$ cat src/rtl/pc_sequencer.sv
// pc_sequencer: stall-aware PC owner that fetches one instruction at a time and issues it to decode.
// Optional retire counter output enabled by defining PC_RETIRE_CNT_EN.
module pc_sequencer #(
   parameter logic [31:0] RESET_PC = 32'h0000_0000
) (
   input  logic        clk,
   input  logic        rst_n,
   output logic        imem_req,
   output logic [31:0] imem_addr,
   input  logic        imem_ack,
   input  logic [31:0] imem_rdata,
   output logic [31:0] instr,
   output logic [31:0] instr_pc,
   output logic        instr_valid,
   input  logic        instr_ready,
   input  logic        jump_en,
   input  logic [31:0] jump_target,
   input  logic        branch_taken,
   input  logic [31:0] branch_imm,
   input  logic        halt
`ifdef PC_RETIRE_CNT_EN
   ,output logic [31:0] retire_count
`endif
);
   typedef enum logic [1:0] {IDLE, FETCH, ISSUE, HALTED} state_t;
   state_t      state_q, state_d;
   logic [31:0] pc_q, pc_d, instr_q, instr_d, ipc_q, ipc_d, next_pc;
   logic        req_q, req_d, valid_q, valid_d, fetch_ack, issue_hs;
   assign fetch_ack = req_q & imem_ack;
   assign issue_hs  = valid_q & instr_ready;
   assign next_pc   = jump_en      ? (jump_target & ~32'd3) :
                      branch_taken ? ipc_q + 32'd4 + (branch_imm << 2) :
                                     ipc_q + 32'd4;
   always_comb begin
      state_d = state_q;
      pc_d    = pc_q;
      instr_d = instr_q;
      ipc_d   = ipc_q;
      req_d   = req_q;
      valid_d = valid_q;
      case (state_q)
         IDLE: begin
            state_d = FETCH;
            req_d   = 1'b1;
         end
         FETCH: if (fetch_ack) begin
            state_d = ISSUE;
            instr_d = imem_rdata;
            ipc_d   = pc_q;
            req_d   = 1'b0;
            valid_d = 1'b1;
         end
         ISSUE: if (issue_hs) begin
            state_d = halt ? HALTED : FETCH;
            pc_d    = next_pc;
            req_d   = ~halt;
            valid_d = 1'b0;
         end
         default: begin
            req_d   = 1'b0;
            valid_d = 1'b0;
         end
      endcase
   end
   always_ff @(posedge clk or negedge rst_n) begin
      if (!rst_n) begin
         state_q <= IDLE;
         pc_q    <= RESET_PC;
         instr_q <= '0;
         ipc_q   <= '0;
         req_q   <= 1'b0;
         valid_q <= 1'b0;
      end else begin
         state_q <= state_d;
         pc_q    <= pc_d;
         instr_q <= instr_d;
         ipc_q   <= ipc_d;
         req_q   <= req_d;
         valid_q <= valid_d;
      end
   end
   assign imem_req    = req_q;
   assign imem_addr   = pc_q;
   assign instr       = instr_q;
   assign instr_pc    = ipc_q;
   assign instr_valid = valid_q;
`ifdef PC_RETIRE_CNT_EN
   logic [31:0] cnt_q, cnt_d;
   assign cnt_d = cnt_q + 32'(issue_hs);
   always_ff @(posedge clk or negedge rst_n) begin
      if (!rst_n) cnt_q <= '0;
      else cnt_q <= cnt_d;
   end
   assign retire_count = cnt_q;
`endif
endmodule

$ cat config.mk
export PLATFORM = sky130hd
export DESIGN_NAME = pc_sequencer
export DESIGN_NICKNAME = d
export VERILOG_FILES = /design/src/rtl/pc_sequencer.sv
export SDC_FILE = /design/constraint.sdc
export NUM_CORES = 1
export LEC_CHECK = 0
export ABC_AREA = 1
export BUFFER_PORTS_ARGS = -buffer_cell sky130_fd_sc_hd__clkbuf_2
export CORE_ASPECT_RATIO = 0.75
export CORE_UTILIZATION = 34
export DETAILED_ROUTE_END_ITERATION = 10
export GPL_ROUTABILITY_DRIVEN = 0
export GPL_TIMING_DRIVEN = 0
export PLACE_DENSITY_LB_ADDON = 0.25
export SLEW_MARGIN = 20
export SYNTH_ARGS = -nofsm -noshare
export SYNTH_HDL_FRONTEND = slang
export SYNTH_SLANG_ARGS = --single-unit
$ cat constraint.sdc
create_clock -name clk -period 3.6 [get_ports clk]
set_input_delay 0.54 -clock clk [delete_from_list [all_inputs] [get_ports clk]]
set_output_delay 0.54 -clock clk [all_outputs]
set_load 0.005 [all_outputs]
# After elaboration in Yosys (flattened, before gate mapping)
# Cells that the tools add are included.
# W data, S select, Z words.
dict set report op_classes {
  n_lt_le_gt_ge 0
  n_shift 0
  multipliers 0
  n_bitwise 4
  n_eq_ne 4
  n_mux 12
  div_mod_pow 0
  addsub 2
  n_reduce_logical 7
}
# op n
set op_table {}
lappend op_table {{$mux W32} 2}
lappend op_table {{$add A32 B3 Y32 const B} 1}
lappend op_table {{$add A32 B32 Y32} 1}
lappend op_table {{$mux W2} 3}
lappend op_table {{$pmux W1 S3} 2}
lappend op_table {{$pmux W2 S3} 1}
lappend op_table {{$reduce_and A2 Y1} 3}
lappend op_table {{$reduce_and A3 Y1} 2}
lappend op_table {{$mux W1} 4}
lappend op_table {{$ne A2 B2 Y1 const B} 2}
lappend op_table {{$reduce_bool A3 Y1} 1}
lappend op_table {{$and A1 B1 Y1} 2}
lappend op_table {{$eq A2 B1 Y1 const B} 1}
lappend op_table {{$eq A2 B2 Y1 const B} 1}
lappend op_table {{$logic_not A2 Y1} 1}
lappend op_table {{$not A1 Y1} 2}
dict set report word_totals {
  memories 0
  latch_bits 0
  out_inout_bits 98
  wordCells 35
  romBits 0
  ramBits 0
  input_bits 103
  ff_bits 100
}

# Longest topological paths before layout
# Gate-level depths: netlist of the first run.
dict set report logic_depth {
  word_depth 4
  ltp_mapped 25
  ltp_nobuf 25
}

# Least setup slack after synthesis of the first run
# Ideal clock, no wire load.
dict set report synth_path {
  path_type {register to register}
  start {reg ipc_q[2] (netlist: instr_pc[2])}
  end {reg pc_q[16] (netlist: imem_addr[16])}
  stages_incl_launch_ff 19
  setup_slack_ns 1.020
  required_time_ns 3.471
  synth_period_minus_slack_ns 2.580
  setup_ns 0.129
  path_buffers 0
  arrival_time_ns 2.451
  cell_sequence {dfrtp_1 > inv_1 > nor2_8 > nand2_4 > nor2_4 > xor2_1 > inv_1 > ha_1 > nand2_1 > inv_1 > a21oi_1 > nand2_1 > inv_1 > nand2_1 > or2_2 > nand3_1 > nand3_1 > nand2_1 > o21ai_1}
}
dict set report synth_via {
  elab_chain_cells 4
}
# element line_no
set synth_rtl {}
lappend synth_rtl {{from (decl)} 27} ;# logic [31:0] pc_q, pc_d, instr_q, instr_d, ipc_q, ipc_d, next_pc;
lappend synth_rtl {{from (signal assigned)} 77} ;# ipc_q <= ipc_d;
lappend synth_rtl {{$add A32 B3 Y32 (*)} {32, 33}}
lappend synth_rtl {{$add A32 B32 Y32} 32} ;# branch_taken ? ipc_q + 32'd4 + (branch_imm << 2) :
lappend synth_rtl {{$mux W32 (*)} 32}
lappend synth_rtl {{$mux W32 (*)} 31} ;# assign next_pc = jump_en ? (jump_target & ~32'd3) :
lappend synth_rtl {{to (signal assigned)} 75} ;# pc_q <= pc_d;
lappend synth_rtl {{to (decl)} 27}
# Mark *: on every way between the ends. The rest lies on a longest branch, timed or not.
# A chain may end at the register's enable or synchronous reset.

# Final worst setup path of the first run
dict set report layout_path {
  start {reg ipc_q[3] (netlist: instr_pc[3])}
  end {reg pc_q[24] (netlist: imem_addr[24])}
}
# The elaborated chain is that of the path after synthesis.

==> run metrics, run 1 <==
outcome=finished clean; DRT iter0 DRCs=584; I/O pin total=201; worst path bufs/invs=2; DRT Pass-1 Iters=5; GR Overflow Total=0; share of cells above drive strength 1=0.231; CTS tree=done; Max Transition Viols Final=0; met3 Track Usage GR=0.0457; post-CTS setup buffers=0; Die ar.=22700 sq um; most area-hungry cell type in the Yosys netlist=dfrtp_1; global-route track usage on met2=0.335; vias=7579; grt peak-use layer=met1; Synth top area share=0.333; Post-synth EDFFs=0; cell row count=46; Leakage=5.34 nW; main flop type after synthesis=dfrtp_1; cts repair resizes=0; Final period util=0.934; maximum VDD drop=229 uV; max-cap violation count=0; CTS root buf=clkbuf_16; CP max stage cell=dfrtp_2; WL final=25100 um; Ant. Diodes=0; core area=21400 sq um; Hold Fails Final Rpt=0; Final #Nets=1421; CP endpoint kind=flop; TritonCTS Buffers=9; I/O Buffers=195; r2r endpoint=imem_addr[24]; initial antenna violation count=0; Largest stage delay, worst path=0.45 ns; Post-Synthesis Cells=1068; H-tree depth=3; Pwr per Cell Area=265 nW/um^2; worst setup margin=0.238 ns; area of the multi-input gates=4370 sq um; die height=131 um; Chip Width=174 um; placed cell area=8880 sq um; largest net degree at the start of global routing=86; vias in the first global route=6925; Clock transition at path regs=0.08 ns; final core utilization=0.430; R2R setup slack=0.24 ns; CP Cell Sequence=ha_1, inv_1, nor2_4, nand2_2, nor3_2, nand4_1, nand2_1, inv_1, ha_1, nand2_1, nor2_1, and2_1, nand3_1, nand3_1, nand2_1, nand3_1, nand3_1, nand2_1, nand2_1; GR Util All Layers=0.222; WS Path Type=reg -> reg; fillers=2334; clk buf depth=2; wire length of the first global-routing pass=38500 um; CP startpoint=instr_pc[3]; critical path required time=3.84 ns; min Tclk post-route=3.36 ns; Synth area leaders=dfrtp_1 (33%), nand2_1 (17%), ha_1 (7.0%); Worst Hold Class=in -> async; post-synthesis cell type count=45; Initial Utilization=0.351; Area growth syn-to-layout=22.5%; depth of the most critical reg-to-reg path=19; DRC violation count after routing=0; # clock sinks=100; synthesis-stage register bit count=100; synthesized area=7510 sq um; final non-filler cell total=1568; max_slew headroom=0.522; Mean Syn Cell Area=7.03 sq um; Final Setup Violations=0; placed cell count=1552; Max Freq=0.297 GHz; Reg2Reg Launch Point=instr_pc[3]; YS warnings=0; met1 Track Usage GR=0.335; DP HPWL=20800 um; drt wl/cell=16.0 um; critical path's top delay family=simple AND/OR/NAND/NOR gates; post-synthesis sequential area ratio=0.333; Slew @ Worst Pin=0.715 ns; later-pin clock latency in the skew report=0.35 ns; CP most frequent cell=nand2_1; Hold Buf Count CTS=0; Final Cell Area=9210 sq um; Min Hold Slack=0.0370 ns; worst-case clock skew=0.0127 ns; maximum fanout along the worst path=6; number of vias per cell=4.83; startpoint types=flop; pre-CTS setup slack=0.187 ns; Syn Nets=1214; Post-synth ARST share=1.00; Worst path depth=19; register cell area after layout=2500 sq um; Worst Path Arrival=3.60 ns; antenna-violating nets left=0
## power breakdown
group	switching, W	internal, W
clock	0.000464	0.000551
combinational	0.000186	0.000113
sequential	0	0.00112
total	0.000649	0.00179
## logic make-up after synthesis
kind of cell               after synthesis  share of synthesized area
and+or+nand+nor                        580                      0.333
adders and majority gates               43                     0.0726
AOI/OAI and AO/OA                      114                     0.0824
xor gates and xnor gates                28                     0.0346
muxes                                   39                     0.0583
DFF                                    100                      0.333
buffers and inverters                  164                     0.0863
## placed cells by master, fill, tap and decap left out, types with 4 or more instances in the layout
cell / count
nand2_1: 333
clkbuf_2: 194
inv_1: 133
nor2_1: 112
dfrtp_1: 98
nand3_1: 68
a21oi_1: 46
ha_1: 42
o21ai_0: 38
mux2_2: 38
clkbuf_1: 18
xor2_1: 17
nor3_1: 12
nand4_1: 11
o21ai_1: 9
xnor2_1: 9
clkbuf_16: 9
nand2_2: 7
nor2_2: 7
o21bai_1: 6
nand3b_1: 6
and2_1: 5
nand3_2: 4
buf_2: 4
o22ai_1: 4
## how the worst max path moves through the flow
stage                          to  slack, ns
floorplan           imem_addr[16]       1.02
global placement    imem_addr[24]       0.19
detailed placement  imem_addr[24]       0.19
CTS                 imem_addr[24]       0.14
global route        imem_addr[24]      -0.02
finish              imem_addr[24]       0.24
## per-stage QoR
stage	power, W	TNS (ns)
2_1_floorplan	0.00130	0
6_report	0.00244	0
5_1_grt	0.00255	-0.0211
3_5_place_dp	0.00144	0
4_1_cts	0.00246	0
3_3_place_gp	0.00144	0
## sequential cells by signal (all words and copies together), names as in the netlist
name and count:
imem_addr 32, instr 32, instr_pc 32, state_q 2
imem_req 1, instr_valid 1
## layer usage
| layer | wire [um] | part of all wire |
|---|---|---|
| met1 | 12300 | 0.49 |
| met4 | 79 | 0.0032 |
| met5 | 0 | 0 |
| met2 | 10600 | 0.42 |
| met3 | 2080 | 0.083 |
## final cells by class
cell class,instances,share of cell area
sequential,100,0.272
multi-input combinational,804,0.475
inverter,138,0.0563
tap,288,0.0391
clock inverter,7,0.00897
clock buffer,9,0.0245
timing repair buffer,196,0.110
buffer,26,0.0141
## cell usage after synthesis, types with 11 or more instances
| master | n |
|---|---|
| nor2_1 | 114 |
| nand4_1 | 11 |
| nor3_1 | 13 |
| xor2_1 | 17 |
| clkbuf_1 | 18 |
| inv_1 | 133 |
| ha_1 | 42 |
| nand3_1 | 68 |
| dfrtp_1 | 100 |
| a21oi_1 | 46 |
| nand2_1 | 333 |
| mux2_2 | 38 |
| o21ai_0 | 38 |
Note: power is estimated with default switching activity, not from simulation.
==> inputs of run 2 (changes only) <==
--- a/config.mk
+++ b/config.mk
@@ -9,10 +9,12 @@
 export BUFFER_PORTS_ARGS = -buffer_cell sky130_fd_sc_hd__clkbuf_2
 export CORE_ASPECT_RATIO = 0.75
 export CORE_UTILIZATION = 34
+export CTS_CLUSTER_DIAMETER = 50
 export DETAILED_ROUTE_END_ITERATION = 10
 export GPL_ROUTABILITY_DRIVEN = 0
 export GPL_TIMING_DRIVEN = 0
 export PLACE_DENSITY_LB_ADDON = 0.25
+export SETUP_SLACK_MARGIN = 0.3
 export SLEW_MARGIN = 20
 export SYNTH_ARGS = -nofsm -noshare
 export SYNTH_HDL_FRONTEND = slang
==> constraint.sdc (replaced) <==
create_clock -name clk -period 3.6 [get_ports clk]
set_input_delay 0.9 -clock clk [delete_from_list [all_inputs] [get_ports clk]]
set_output_delay 0.9 -clock clk [all_outputs]
set_load 0.005 [all_outputs]
==> run 2 against run 1 <==
  * Cell area rose by 2.2%
  * Power rose by 0.15%
  * Maximum frequency rose by 5.1%
  * Combinational power rose by 2%
  * Clock power barely moved
  * Via count rose by 1.6%
  * First-iteration DRC count rose by 6.2%
  * Hold slack improved by 0.36 ns
  * Register-to-register slack improved by 0.16 ns
  * Flip-flop and latch count did not move
  * Clock-buffer cell count did not move
  * Largest power group unchanged
  * Highest routed layer unchanged
==> run metrics, run 2 (synthesis gave the netlist of run 1 again) <==
min Tclk post-route=3.20 ns (-0.163 ns); die height=131 um (unchanged); Hold Fails Final Rpt=0 (unchanged); Area growth syn-to-layout=25.3%; H-tree depth=3 (unchanged); GR Overflow Total=0 (unchanged); commonest cells after routing, fill and taps aside=nand2_1 (330), clkbuf_2 (194), inv_1 (132); GR Util All Layers=0.222 (about the same); startpoint types=flop; Worst Hold Class=in -> async; clk buf depth=2 (unchanged); Worst Path Arrival=3.42 ns (-0.18 ns); worst setup margin=0.401 ns (+0.163 ns); core area=21400 sq um (unchanged); initial antenna violation count=0 (unchanged); commonest non-fill, non-tap cell in the layout=nand2_1; Hold Buf Count CTS=0 (unchanged); Internal Power=0.00179 W (about the same); Ant. Diodes=0 (unchanged); WL final=25400 um (+1.2%); vias in the first global route=6928 (+0.043%); Die ar.=22700 sq um (unchanged); vias=7699 (+1.6%); Clock power frac=0.416 (about the same); I/O pin total=201 (unchanged); DRT Pass-1 Iters=5 (unchanged); max-cap violation count=0 (unchanged); Max Freq=0.313 GHz (+5.1%); wire length of the first global-routing pass=38500 um (about the same); Min Hold Slack=0.397 ns (+0.360 ns); P_sw=0.000652 W (+0.36%); Logic pwr share=0.124 (about the same); DRT iter0 DRCs=620 (+6.2%); Max Transition Viols Final=0 (unchanged); later-pin clock latency in the skew report=0.35 ns (about the same); number of vias per cell=4.87 (+0.75%); I/O Buffers=195 (unchanged); Slew @ Worst Pin=0.697 ns (-0.0173 ns); Final period util=0.889 (-0.0453); unrepaired setup endpoints after global routing=true; max_slew headroom=0.534 (+0.0116); share of cells above drive strength 1=0.260 (+0.0286); CTS tree=done; Sw Share=0.267 (+0.000539); Chip Width=174 um (unchanged); # clock sinks=100 (unchanged); sequential share of power=0.460 (about the same); fillers=2311 (-0.99%); critical path required time=3.82 ns (-0.02 ns); Overall Power=0.00244 W (+0.15%); largest net degree at the start of global routing=86 (unchanged); drt wl/cell=16.0 um (+0.41%); cell row count=46 (unchanged); Final #Nets=1434 (+0.91%); Final Setup Violations=0 (unchanged); Leakage=5.44 nW (+1.8%); CP endpoint kind=flop; Pwr per Cell Area=259 nW/um^2 (-2.0%); TritonCTS Buffers=9 (unchanged); outcome=finished clean; Initial Utilization=0.351 (unchanged); worst-case clock skew=0.0135 ns (+0.000772 ns); WS Path Type=reg -> reg; CTS root buf=clkbuf_16; antenna-violating nets left=0 (unchanged); DRC violation count after routing=0 (unchanged); maximum fanout along the worst path=5 (-1); pre-CTS setup slack=0.187 ns (unchanged); Clock transition at path regs=0.08 ns (about the same); maximum VDD drop=229 uV (about the same); setup TNS=0 ns (unchanged); DP HPWL=20800 um (unchanged)
[run 2: changes by cell type in the layout (fill, tap and decap cells not counted), moves of 4 or more]
cell	previous run	this run
buf_4	0	13
dfrtp_1	98	91
dfrtp_2	2	9
nor2_1	112	105
nor2_2	7	11
[run 2: what timing repair did]
item                       4_1_cts  5_1_grt
gates cloned                     0        0
pin swaps                        0        4
setup buffers                    0       13
setup endpoints to repair        5       20
gates resized for setup          3       34
[run 2: cell type report]
type | instances | area, sq um | area share
buffer | 26 | 130 | 0.0138
timing repair buffer | 209 | 1110 | 0.118
tap | 288 | 360 | 0.0383
clock inverter | 7 | 82.6 | 0.00877
clock buffer | 9 | 225 | 0.0239
multi-input combinational | 804 | 4470 | 0.475
inverter | 138 | 522 | 0.0554
sequential | 100 | 2510 | 0.267
[run 2: path summary, 6_finish.rpt]
path / startpoint / endpoint / cells after the start / slack (ns)
worst max register to register: instr_pc[10] / imem_addr[13] / 14 / 0.40
worst min register to register: imem_addr[23] / imem_addr[23] / 2 / 0.50
max in group asynchronous: rst_n / instr_pc[9] / 2 / 2.52
worst max-delay path: instr_pc[10] / imem_addr[13] / 14 / 0.40
min in group clk: imem_addr[23] / imem_addr[23] / 2 / 0.50
worst min-delay path: rst_n / instr_pc[23] / 1 / 0.40
[run 2: per-layer routing]
metal	track usage	up-vias	wire length (um)
met5	0	-	0
met4	0.0196	0	81
met3	0.0457	6	2160
met2	0.335	299	10800
met1	0.335	3539	12300
li1	-	3855	-
[run 2: through the flow]
step | std cells | cell area (sq um) | utilization
floorplan | 1068 | 7510 | -
global placement | 1551 | 8850 | 0.413
detailed placement | 1552 | 8880 | 0.415
CTS | 1568 | 9200 | 0.430
global route | 1581 | 9410 | 0.440
finish | 1581 | 9410 | 0.440
[run 2: power by group through the flow]
stage | Combinational, W | Sequential (W) | Clock (W)
global route | 0.000343 | 0.00112 | 0.00109
finish | 0.000304 | 0.00112 | 0.00101
CTS | 0.000298 | 0.00112 | 0.00104
floorplan | 0.000158 | 0.00114 | 0
detailed placement | 0.000297 | 0.00114 | 0
global placement | 0.000290 | 0.00114 | 0
[run 2: worst max-delay path, cell delays in order, from the launching register on]
cell      delay (ns)
dfrtp_2         0.44
nand2_1         0.12
nor2_2          0.18
nand4_1         0.23
nor2_4          0.25
xor2_2          0.23
ha_1            0.31
nand2_1         0.19
o21bai_1        0.15
nand3b_1        0.31
or2_2           0.34
nand3_1         0.07
nand3_1         0.13
nand2_1         0.09
nand2_1         0.06
==> inputs of run 3 (changes only) <==
--- a/config.mk
+++ b/config.mk
@@ -8,6 +8,7 @@
 export ABC_AREA = 1
 export BUFFER_PORTS_ARGS = -buffer_cell sky130_fd_sc_hd__clkbuf_2
 export CORE_ASPECT_RATIO = 0.75
+export CORE_MARGIN = 2
 export CORE_UTILIZATION = 34
 export CTS_CLUSTER_DIAMETER = 50
 export DETAILED_ROUTE_END_ITERATION = 10
==> constraint.sdc (replaced) <==
create_clock -name clk -period 3.6 [get_ports clk]
set_input_delay 0.54 -clock clk [delete_from_list [all_inputs] [get_ports clk]]
set_output_delay 0.54 -clock clk [all_outputs]
set_load 0.005 [all_outputs]
==> run 3 against run 2 <==
  * Combinational power is essentially flat
  * Flip-flop and latch count is the same
  * Core utilization shrank 0.78 points
  * First-iteration DRC count grew 7.9%
  * Critical endpoint is now imem_addr[24]
  * Highest routed layer unchanged
==> run metrics, run 3 (synthesis gave the netlist of run 1 again) <==
outcome=finished clean; drt wl/cell=16.1 um (+0.39%); I/O Buffers=195 (unchanged); CP max stage cell=dfrtp_2; critical path required time=3.83 ns (about the same); min Tclk post-route=3.15 ns (-0.0467 ns); P_sw=0.000650 W (-0.29%); commonest non-fill, non-tap cell in the layout=nand2_1; Final Cell Area=9450 sq um (+0.37%); commonest cells after routing, fill and taps aside=nand2_1 (330), clkbuf_2 (194), inv_1 (133); placed cell area=8890 sq um (about the same); Reg2Reg Launch Point=instr_pc[3]; Max Transition Viols Final=0 (unchanged); CP Cell Sequence=ha_2, inv_1, nor2_4, nand2_4, nor3_4, nand4_1, nand2_2, inv_1, ha_2, nand2_2, nor2_4, and2_1, nand3_1, nand3_1, nand2_1, nand3_1, nand3_1, nand2_1, nand2_1; DR WL met3=1750 um (-19%); GR Util All Layers=0.218 (-0.00345); fillers=2375 (+2.8%); area of the multi-input gates=4520 sq um (+1.1%); # clock sinks=100 (unchanged); share of cells above drive strength 1=0.264 (+0.00371); H-tree depth=3 (unchanged); CTS root buf=clkbuf_16; WS Path Type=reg -> reg; die height=133 um (+1.5%); M1 WL=12600 um (+2.1%); Area growth syn-to-layout=25.7%; max-cap violation count=0 (unchanged); Hold Fails Final Rpt=0 (unchanged); CP endpoint kind=flop; Final period util=0.876 (-0.0130); Initial Utilization=0.343 (-0.00747); DRT iter0 DRCs=669 (+7.9%); WL met2=10700 um (-0.49%); antenna-violating nets left=0 (unchanged); Pwr per Cell Area=258 nW/um^2 (-0.51%); register cell area after layout=2520 sq um (about the same); Logic pwr share=0.125 (about the same); later-pin clock latency in the skew report=0.35 ns (about the same); Chip Width=176 um (+1.2%); maximum fanout along the worst path=6 (+1); maximum VDD drop=199 uV (-13%); CP startpoint=instr_pc[3]; sequential share of power=0.461 (about the same); number of vias per cell=4.86 (-0.14%); Leakage=5.42 nW (-0.27%); Max Freq=0.317 GHz (+1.5%); largest net degree at the start of global routing=88 (+2.3%); CTS tree=done; I/O pin total=201 (unchanged); Slew @ Worst Pin=0.694 ns (-0.00347 ns); Final Setup Violations=0 (unchanged); Min Hold Slack=0.0309 ns (-0.367 ns); GR Overflow Total=0 (unchanged); Internal Power=0.00179 W (about the same); startpoint types=flop; depth of the most critical reg-to-reg path=19 (+5); Worst Path Arrival=3.39 ns (-0.03 ns); TritonCTS Buffers=9 (unchanged); critical path's top delay family=simple AND/OR/NAND/NOR gates; DRT Pass-1 Iters=5 (unchanged); R2R setup slack=0.45 ns (+0.05 ns); Worst Hold Class=in -> async; initial antenna violation count=0 (unchanged); unrepaired setup endpoints after global routing=true; setup TNS=0 ns (unchanged); vias=7703 (+0.052%); DRC violation count after routing=0 (unchanged); core area=21900 sq um (+2.2%); Clock power frac=0.414 (-0.002); Ant. Diodes=0 (unchanged); WL final=25500 um (+0.58%); Largest stage delay, worst path=0.45 ns (about the same); Die ar.=23300 sq um (+2.7%); Final #Nets=1431 (-0.21%); clk buf depth=2 (unchanged); vias in the first global route=7175 (+3.6%); worst path bufs/invs=2 (+2); DP HPWL=21100 um (+1.2%); Sw Share=0.267 (-0.000414); cell row count=47 (+2.2%); wire length of the first global-routing pass=39300 um (+2.2%); Overall Power=0.00244 W (-0.13%); worst-case clock skew=0.0125 ns (-0.000992 ns); Clock transition at path regs=0.08 ns (about the same); max_slew headroom=0.537 (+0.00362); CP most frequent cell=nand3_1; Max Used Layer=met4; r2r endpoint=imem_addr[24]
-- run 3: cell types whose count changed in the layout (fill, tap and decap cells not counted), sizes merged --
cell	delta
buf	-3
clkinv	-1
clkinvlp	+1
-- run 3: per-layer routing --
layer / vias up / global-route usage
li1: 3840 / -
met4: 0 / 0.0422
met1: 3581 / 0.330
met5: - / 0
met3: 30 / 0.0394
met2: 252 / 0.326
-- run 3: layout make-up --
| class | instances | share of cell area |
|---|---|---|
| inverter | 138 | 0.0548 |
| sequential | 100 | 0.266 |
| buffer | 26 | 0.0138 |
| clock buffer | 9 | 0.0238 |
| timing repair buffer | 206 | 0.115 |
| tap | 294 | 0.0389 |
| clock inverter | 7 | 0.00874 |
| multi-input combinational | 804 | 0.478 |
-- run 3: power by group through the flow --
stage	Clock, W	Sequential, W	Combinational [W]
5_1_grt	0.00108	0.00112	0.000341
2_1_floorplan	0	0.00114	0.000158
3_3_place_gp	0	0.00114	0.000290
3_5_place_dp	0	0.00114	0.000297
4_1_cts	0.00103	0.00112	0.000299
6_report	0.00101	0.00112	0.000304
-- run 3: worst max path at each step --
stage | endpoint | slack, ns | depth (start not counted)
3_5_place_dp | imem_addr[24] | 0.12 | 19
6_report | imem_addr[24] | 0.45 | 19
4_1_cts | imem_addr[24] | 0.32 | 19
5_1_grt | imem_addr[23] | 0.25 | 17
2_1_floorplan | imem_addr[16] | 1.02 | 18
3_3_place_gp | imem_addr[24] | 0.1 | 19
-- run 3: what timing repair did --
item                                    in CTS  in global routing
setup buffers                                0                 10
hold buffers                                 0                  0
gates cloned                                 0                  0
endpoints found under the setup margin       7                 20
resized for setup                            5                 40
pin swaps                                    0                  4
-- run 3: through the flow --
stage	util	worst slack [ns]	std cells
2_1_floorplan	-	1.02	1068
3_3_place_gp	0.405	0.0952	1557
3_5_place_dp	0.406	0.124	1558
4_1_cts	0.421	0.318	1574
5_1_grt	0.432	0.247	1584
6_report	0.432	0.448	1584
-- run 3: worst register-to-register path: cells and delay by family (launching register included) --
kind / cells / cell delay, ns
and+or+nand+nor: 15 / 1.87
adders and majority gates: 2 / 0.62
buffers and inverters: 2 / 0.12
DFF: 1 / 0.45
